File: src/rtl/fetch_stack.sv
// fetch_stack: prefills the three top-of-stack registers from block RAM after reset.
//
// state  | meaning
// -------+-------------------------------------------------------------
// FETCH1 | dataOut holds ram[sp]; capture topOfStack1, address sp+1
// FETCH2 | dataOut holds ram[sp+1]; capture topOfStack2, address sp+2
// FETCH3 | dataOut holds ram[sp+2]; capture topOfStack3, raise finished
// DONE   | all words captured; hold until next reset
//
// While reset is low the address already points at stackPointer, so the
// first word is waiting on dataOut at the first edge after release.
module fetch_stack #(
  parameter int addrBits = 16,
  parameter int dataBits = 16
) (
  input  logic                clk,
  input  logic                reset,
  input  logic [dataBits-1:0] dataOut,
  output logic [addrBits-1:0] address,
  output logic                finished,
  input  logic [addrBits-1:0] stackPointer,
  output logic [dataBits-1:0] topOfStack1,
  output logic [dataBits-1:0] topOfStack2,
  output logic [dataBits-1:0] topOfStack3
);

  localparam logic [1:0] FETCH1 = 2'd0;
  localparam logic [1:0] FETCH2 = 2'd1;
  localparam logic [1:0] FETCH3 = 2'd2;
  localparam logic [1:0] DONE   = 2'd3;

  logic [1:0]          state_q, state_d;
  logic [dataBits-1:0] tos1_q, tos1_d;
  logic [dataBits-1:0] tos2_q, tos2_d;
  logic [dataBits-1:0] tos3_q, tos3_d;
  logic                fin_q, fin_d;

  // Next-state and capture logic: one word per cycle, then park in DONE.
  always_comb begin
    state_d = state_q;
    tos1_d  = tos1_q;
    tos2_d  = tos2_q;
    tos3_d  = tos3_q;
    fin_d   = fin_q;
    case (state_q)
      FETCH1: begin
        tos1_d  = dataOut;
        state_d = FETCH2;
      end
      FETCH2: begin
        tos2_d  = dataOut;
        state_d = FETCH3;
      end
      FETCH3: begin
        tos3_d  = dataOut;
        fin_d   = 1'b1;
        state_d = DONE;
      end
      default: ;
    endcase
  end

  // RAM address: prefetch the base during reset, then run one word ahead.
  always_comb begin
    if (!reset) begin
      address = stackPointer;
    end else begin
      case (state_q)
        FETCH1:  address = stackPointer + addrBits'(1);
        default: address = stackPointer + addrBits'(2);
      endcase
    end
  end

  // State and captured words; reset clears everything immediately.
  always_ff @(posedge clk or negedge reset) begin
    if (!reset) begin
      state_q <= FETCH1;
      tos1_q  <= '0;
      tos2_q  <= '0;
      tos3_q  <= '0;
      fin_q   <= 1'b0;
    end else begin
      state_q <= state_d;
      tos1_q  <= tos1_d;
      tos2_q  <= tos2_d;
      tos3_q  <= tos3_d;
      fin_q   <= fin_d;
    end
  end

  assign topOfStack1 = tos1_q;
  assign topOfStack2 = tos2_q;
  assign topOfStack3 = tos3_q;
  assign finished    = fin_q;

endmodule

File: config.mk
export PLATFORM = sky130hd
export DESIGN_NAME = fetch_stack
export DESIGN_NICKNAME = d
export VERILOG_FILES = /design/src/rtl/fetch_stack.sv
export SDC_FILE = /design/constraint.sdc
export NUM_CORES = 1
export LEC_CHECK = 0
export BUFFER_PORTS_ARGS = -buffer_cell sky130_fd_sc_hd__buf_2
export CAP_MARGIN = 15
export CORE_AREA = 2 2 91 93
export DETAILED_ROUTE_END_ITERATION = 8
export DIE_AREA = 0 0 93 95
export PLACE_DENSITY_LB_ADDON = 0.08
export RECOVER_POWER = 50
export REMOVE_ABC_BUFFERS = 1
export SLEW_MARGIN = 30
export SYNTH_ARGS = -nofsm -noshare
export SYNTH_HDL_FRONTEND = slang
export SYNTH_SLANG_ARGS = --single-unit
File: constraint.sdc
create_clock -name clk -period 2.6 [get_ports clk]
set_input_delay 0.65 -clock clk [delete_from_list [all_inputs] [get_ports clk]]
set_output_delay 0.65 -clock clk [all_outputs]
set_load 0.01 [all_outputs]
==> results of run 1 <==
## registers in the layout (all words and copies together), names as in the netlist
signal	flops
finished	1
state_q	2
topOfStack1	16
topOfStack2	16
topOfStack3	16
## worst reg2reg max path: cells and delay by family (launching register included)
| family | cells | cell delay (ns) |
|---|---|---|
| flops | 1 | 0.38 |
| fa+ha+maj | 1 | 0.16 |
| mux | 1 | 0.43 |
| buf+inv | 2 | 0.95 |
## layout by cell type, fill, tap and decap left out, drive strengths merged, types with 4 or more instances in the layout
cell type | netlist | layout
ha | 6 | 6
dfrtp | 51 | 51
inv | 4 | 5
nand3 | 5 | 5
mux2 | 49 | 49
nand2 | 9 | 9
xor2 | 7 | 7
clkbuf | 1 | 19
xnor2 | 7 | 7
o21ai | 4 | 4
buf | 6 | 92
nor2 | 5 | 5
## kinds of logic (layout without fill, tap and decap cells)
logic type                 count (synthesis)  in the layout  share of synthesized area (%)
AOI/OAI and AO/OA                          8              8                           2.27
xor gates and xnor gates                  14             14                           5.31
adders and majority gates                  6              6                           3.25
buffers and inverters                     11            116                           2.17
DFF                                       51             51                           55.2
muxes                                     50             50                           24.3
and+or+nand+nor                           29             29                           7.47
## repair_timing
item | 4_1_cts | 5_1_grt
buffers inserted | 1 | 2
gates cloned | 0 | 0
gates resized for setup | 1 | 5
pin swaps | 1 | 2
setup endpoints to repair | 7 | 15
## cell type report
type,instances,area [sq um]
clock buffers,6,82.6
repair buffers,105,518
well taps,105,131
clock inverters,1,8.76
fillers,834,4880
inverters,4,15.0
multi-input cells,107,1020
flip-flops and latches,51,1280
## per-layer routing
metal	share of wire, %	GRT usage, %
met5	0	0
met2	46	18.5
met1	46	16.1
met4	0.84	2.94
met3	7.3	3.75
## through the flow
step	utilization [%]	area, sq um	hold WS [ns]	instances	worst slack, ns
2_1_floorplan	-	2280	0.354	162	0.0549
3_3_place_gp	36.9	2930	0.447	369	0.123
3_5_place_dp	36.9	2930	0.452	369	0.112
4_1_cts	38.3	3040	0.483	377	0.00814
5_1_grt	38.4	3050	0.510	379	-0.00815
6_report	38.4	3050	0.483	379	0.127
## power groups by stage
| stage | logic, mW | registers [mW] | clock network [mW] |
|---|---|---|---|
| finish | 0.203 | 0.849 | 0.478 |
| floorplan | 0.0650 | 0.883 | 0 |
| detailed placement | 0.207 | 0.864 | 0 |
| global route | 0.225 | 0.854 | 0.533 |
| CTS | 0.209 | 0.849 | 0.503 |
| global placement | 0.208 | 0.864 | 0 |
## worst max path at each step
stage / end / depth (start not counted) / slack [ns]
after floorplan: address[6] / 6 / 0.05
after global placement: address[6] / 7 / 0.12
after detailed placement: address[6] / 7 / 0.11
after CTS: address[2] / 6 / 0.008
after global routing: address[6] / 7 / -0.008
final: address[6] / 7 / 0.13
==> out/summary.txt, run 1 <==
Tcrit/Tclk final: 95.1%
post-synth top area cell: dfrtp_1
CP Cell Sequence: buf_2 > ha_2 > mux2i_1 > nor2_2 > and3_4 > xor2_1 > buf_2
most common cell in the synthesized netlist: dfrtp_1
Clock Latency Late Sink: 0.30 ns
starting density of the core: 29.2%
cell mode on critical path: buf_2
Gate Count Post-Synth: 169
crit end category: output port
Vias/cell: 4.41
WHS Endpoint: finished
Worst Path Required: 1.95 ns
ant diodes: 0
R2R Path Start: state_q[0]
Final TNS setup: 0 ns
Std-Cell Rows: 33
DR pass1 iterations: 4
drt drc: 0
number of flops mapped to enable cells by yosys: 0
ys flop type: dfrtp_1
Routed WL per cell: 13.8 um
Crit path max-delay family: simple AND/OR/NAND/NOR gates
min cycle time layout: 2.47 ns
Power Total: 1.53 mW
Synth Cell Area: 0.00231 sq mm
ys async rst share: 100%
CTS sink cnt: 51
maxcap violations: 0
Hold Path Depth: 1
Layout area overhead: 31.9%
die width: 93 um
R2R Setup Slk: 0.57 ns
synth cell count leaders: dfrtp_1 (51), mux2_2 (49), nand2_1 (9)
CP peak stage delay: 0.24 ns
pwr/cell area: 502 mW/mm^2
synth top area cells: dfrtp_1 (55%), mux2_2 (24%), ha_1 (3.2%)
Synth top area share: 55.2%
Reg clk slew, reported paths: 0.09 ns
Core Area: 0.00793 sq mm
TritonCTS Buffers: 5
Ys Warns: 0
GR Overflow Total: 0
dpl hpwl: 3.75 mm
reg2reg path depth: 4
achievable frequency: 404 MHz
Max Clock Skew: 0.0143 ns
outcome: complete, no violations
first-pass GRT wire length: 8.21 mm
Hold Crit Start: finished
Port Buf Inserts: 98
Startpoint Class: primary input
Starting DRT DRC Count: 48
CP max stage cell: nor2_2
worst vdd rail ir drop: 0.216 mV
combinational share of power: 13.3%
CP Class: in2out
initial antenna violation count: 0
clock share of power: 31.2%
vias in the first global route: 1571
Boundary Pins: 99
Mapped Avg Cell Area: 13.7 sq um
Internal: 1.14 mW
nets: 314
clock tree root buffer cell: clkbuf_8
Reg power frac: 55.5%
Die Ht: 95 um
final wirelength: 5.23 mm
Critical path origin: stackPointer[0]
LEAKAGE: 1.37 nW
Hold Vio Cnt, Final: 0
Synth Register Bits: 51
TritonCTS clock tree: built
Clock Path Buffers: 2
Switch Pwr: 0.390 mW
largest net degree at the start of global routing: 52
Switching Share: 25.5%
Placer Congestion: 0.703
Overall Global Routing Usage: 11.9%
H-tree level count: 2
share of post-route cells with drive strength above 1: 58.4%
Worst-Margin Slew: 1.27 ns
HP Class: reg2reg
Max Slew Vio Count: 0
Final setup viols: 0
reg2reg end: topOfStack2[7]
critical path peak fanout: 6
Vias: 1671
register area share after synthesis: 55.2%
cts hold-fix bufs: 0
DRT antenna net count: 0
normalized max-slew margin: 15.5%
Worst Path Buf+Inv: 2
die area: 0.00884 sq mm
Synth cell types: 25
Crit path arrival time: 1.82 ns
No activity file was read; power rests on OpenSTA's default activity.
==> run 2: changes to the inputs <==
--- a/config.mk
+++ b/config.mk
@@ -10,8 +10,7 @@
 export CORE_AREA = 2 2 91 93
 export DETAILED_ROUTE_END_ITERATION = 8
 export DIE_AREA = 0 0 93 95
-export PLACE_DENSITY_LB_ADDON = 0.08
-export RECOVER_POWER = 50
+export PLACE_DENSITY = 0.54
 export REMOVE_ABC_BUFFERS = 1
 export SLEW_MARGIN = 30
 export SYNTH_ARGS = -nofsm -noshare
==> out/summary.txt, run 2 (synthesis results as in run 1) <==
Hold Vio Cnt, Final: 0 (unchanged)
Layout area overhead: 32.8%
Port Buf Inserts: 98 (unchanged)
Worst-Margin Slew: 0.646 ns (-0.622 ns)
RSZ-0062 raised after global routing: false
reg2reg end: topOfStack2[12]
R2R Setup Slk: 0.87 ns (+0.30 ns)
Critical path origin: state_q[1]
R2R Path Start: state_q[1]
commonest non-fill, non-tap cells in the layout: buf_2 (98), dfrtp_1 (51), mux2_2 (49)
die area: 0.00884 sq mm (unchanged)
Worst Path Required: 1.95 ns (about the same)
starting density of the core: 29.2% (unchanged)
CTS sink cnt: 51 (unchanged)
Critical Path Stages: 7 (unchanged)
first-pass GRT wire length: 8.02 mm (-2.4%)
Max Clock Skew: 0.00696 ns (-0.00733 ns)
Clock Path Buffers: 2 (unchanged)
Final TNS setup: 0 ns (unchanged)
ant diodes: 0 (unchanged)
crit path to: address[6]
LEAKAGE: 1.42 nW (+3.3%)
Placer Congestion: 0.731 (+4.0%)
normalized max-slew margin: 56.9% (+41 points)
Max Slew Vio Count: 0 (unchanged)
crit end category: output port
clock tree root buffer cell: clkbuf_8
Vias/cell: 4.37 (-0.84%)
critical path peak fanout: 6 (unchanged)
Clock Latency Late Sink: 0.29 ns (about the same)
outcome: complete, no violations
Tcrit/Tclk final: 93.5% (-1.6 points)
nets: 313 (-0.32%)
Reg clk slew, reported paths: 0.09 ns (about the same)
Worst Path Buf+Inv: 2 (unchanged)
HP Class: reg2reg
Std-Cell Rows: 33 (unchanged)
Starting DRT DRC Count: 42 (-13%)
worst vdd rail ir drop: 0.300 mV (+39%)
min cycle time layout: 2.43 ns (-0.0421 ns)
Final Non-Filler Cells: 379 (unchanged)
dpl hpwl: 3.76 mm (+0.28%)
largest net degree at the start of global routing: 52 (unchanged)
reg2reg path depth: 4 (unchanged)
pwr/cell area: 485 mW/mm^2 (-3.4%)
TritonCTS Buffers: 5 (unchanged)
CP max stage cell: dfrtp_1
Die Ht: 95 um (unchanged)
Boundary Pins: 99 (unchanged)
Vias: 1657 (-0.84%)
Startpoint Class: flip-flop
TritonCTS clock tree: built
achievable frequency: 411 MHz (+1.7%)
drt drc: 0 (unchanged)
Core Area: 0.00793 sq mm (unchanged)
commonest non-fill, non-tap cell in the layout: buf_2
die width: 93 um (unchanged)
Overall Global Routing Usage: 11.6% (-0.23 points)
CP peak stage delay: 0.42 ns (+0.18 ns)
CP Class: reg2out
DR pass1 iterations: 3 (-1)
Final setup viols: 0 (unchanged)
Crit path arrival time: 1.78 ns (-0.04 ns)
Crit path max-delay family: flip-flops
H-tree level count: 2 (unchanged)
GR Overflow Total: 0 (unchanged)
share of post-route cells with drive strength above 1: 62.4% (+4.0 points)
Routed WL per cell: 13.6 um (-1.7%)
DP Cell Count: 369 (unchanged)
maxcap violations: 0 (unchanged)
CP Cell Sequence: inv_2 > ha_4 > mux2i_2 > nor2_4 > and3_4 > xor2_1 > buf_2
initial antenna violation count: 0 (unchanged)
final wirelength: 5.15 mm (-1.7%)
DRT antenna net count: 0 (unchanged)
vias in the first global route: 1566 (-0.32%)
==> run 2: area by class of cell <==
cell class | count | area, sq um
fillers | 805 | 4860
flip-flops and latches | 51 | 1280
multi-input cells | 107 | 1030
repair buffers | 104 | 536
well taps | 105 | 131
clock buffers | 7 | 76.3
inverters | 4 | 15.0
clock inverters | 1 | 5.00
==> run 2: worst min path at each step <==
| stage | cells past startpoint | slack [ns] | endpoint | startpoint |
|---|---|---|---|---|
| after detailed placement | 1 | 0.47 | finished | finished |
| after floorplan | 0 | 0.35 | finished | reset |
| after global routing | 1 | 0.50 | finished | finished |
| after global placement | 1 | 0.47 | finished | finished |
| after CTS | 1 | 0.50 | finished | finished |
| final | 1 | 0.49 | finished | finished |
==> run 2: routing by layer <==
metal | global-route usage (%) | up-vias | routed length [um]
li1 | - | 796 | -
met3 | 3.99 | 6 | 426
met4 | 3.31 | 0 | 59
met2 | 18.5 | 69 | 2400
met1 | 15.2 | 786 | 2260
met5 | 0 | - | 0
==> run 2: power breakdown <==
part           total [mW]  internal (mW)  switching (mW)
sequential          0.848          0.830          0.0174
clock               0.432          0.189           0.243
combinational       0.208         0.0959           0.112
==> run 2: metrics by stage <==
stage | area, sq um | hold WS [ns] | total power [mW] | util, % | worst slack (ns)
final | 3070 | 0.493 | 1.49 | 38.7 | 0.169
after global routing | 3070 | 0.503 | 1.58 | 38.7 | 0.0109
after CTS | 3020 | 0.498 | 1.52 | 38.1 | 0.0103
after detailed placement | 2930 | 0.473 | 1.07 | 36.9 | 0.118
after global placement | 2930 | 0.469 | 1.07 | 36.9 | 0.154
after floorplan | 2280 | 0.354 | 0.948 | - | 0.0549
==> run 2: what timing repair did <==
action / in CTS / in global routing
resized for setup: 2 / 7
buffers inserted: 0 / 2
endpoints found under the setup margin: 10 / 10
pin swaps: 1 / 5
endpoints found under the hold margin: 0 / 0
hold buffers: 0 / 0
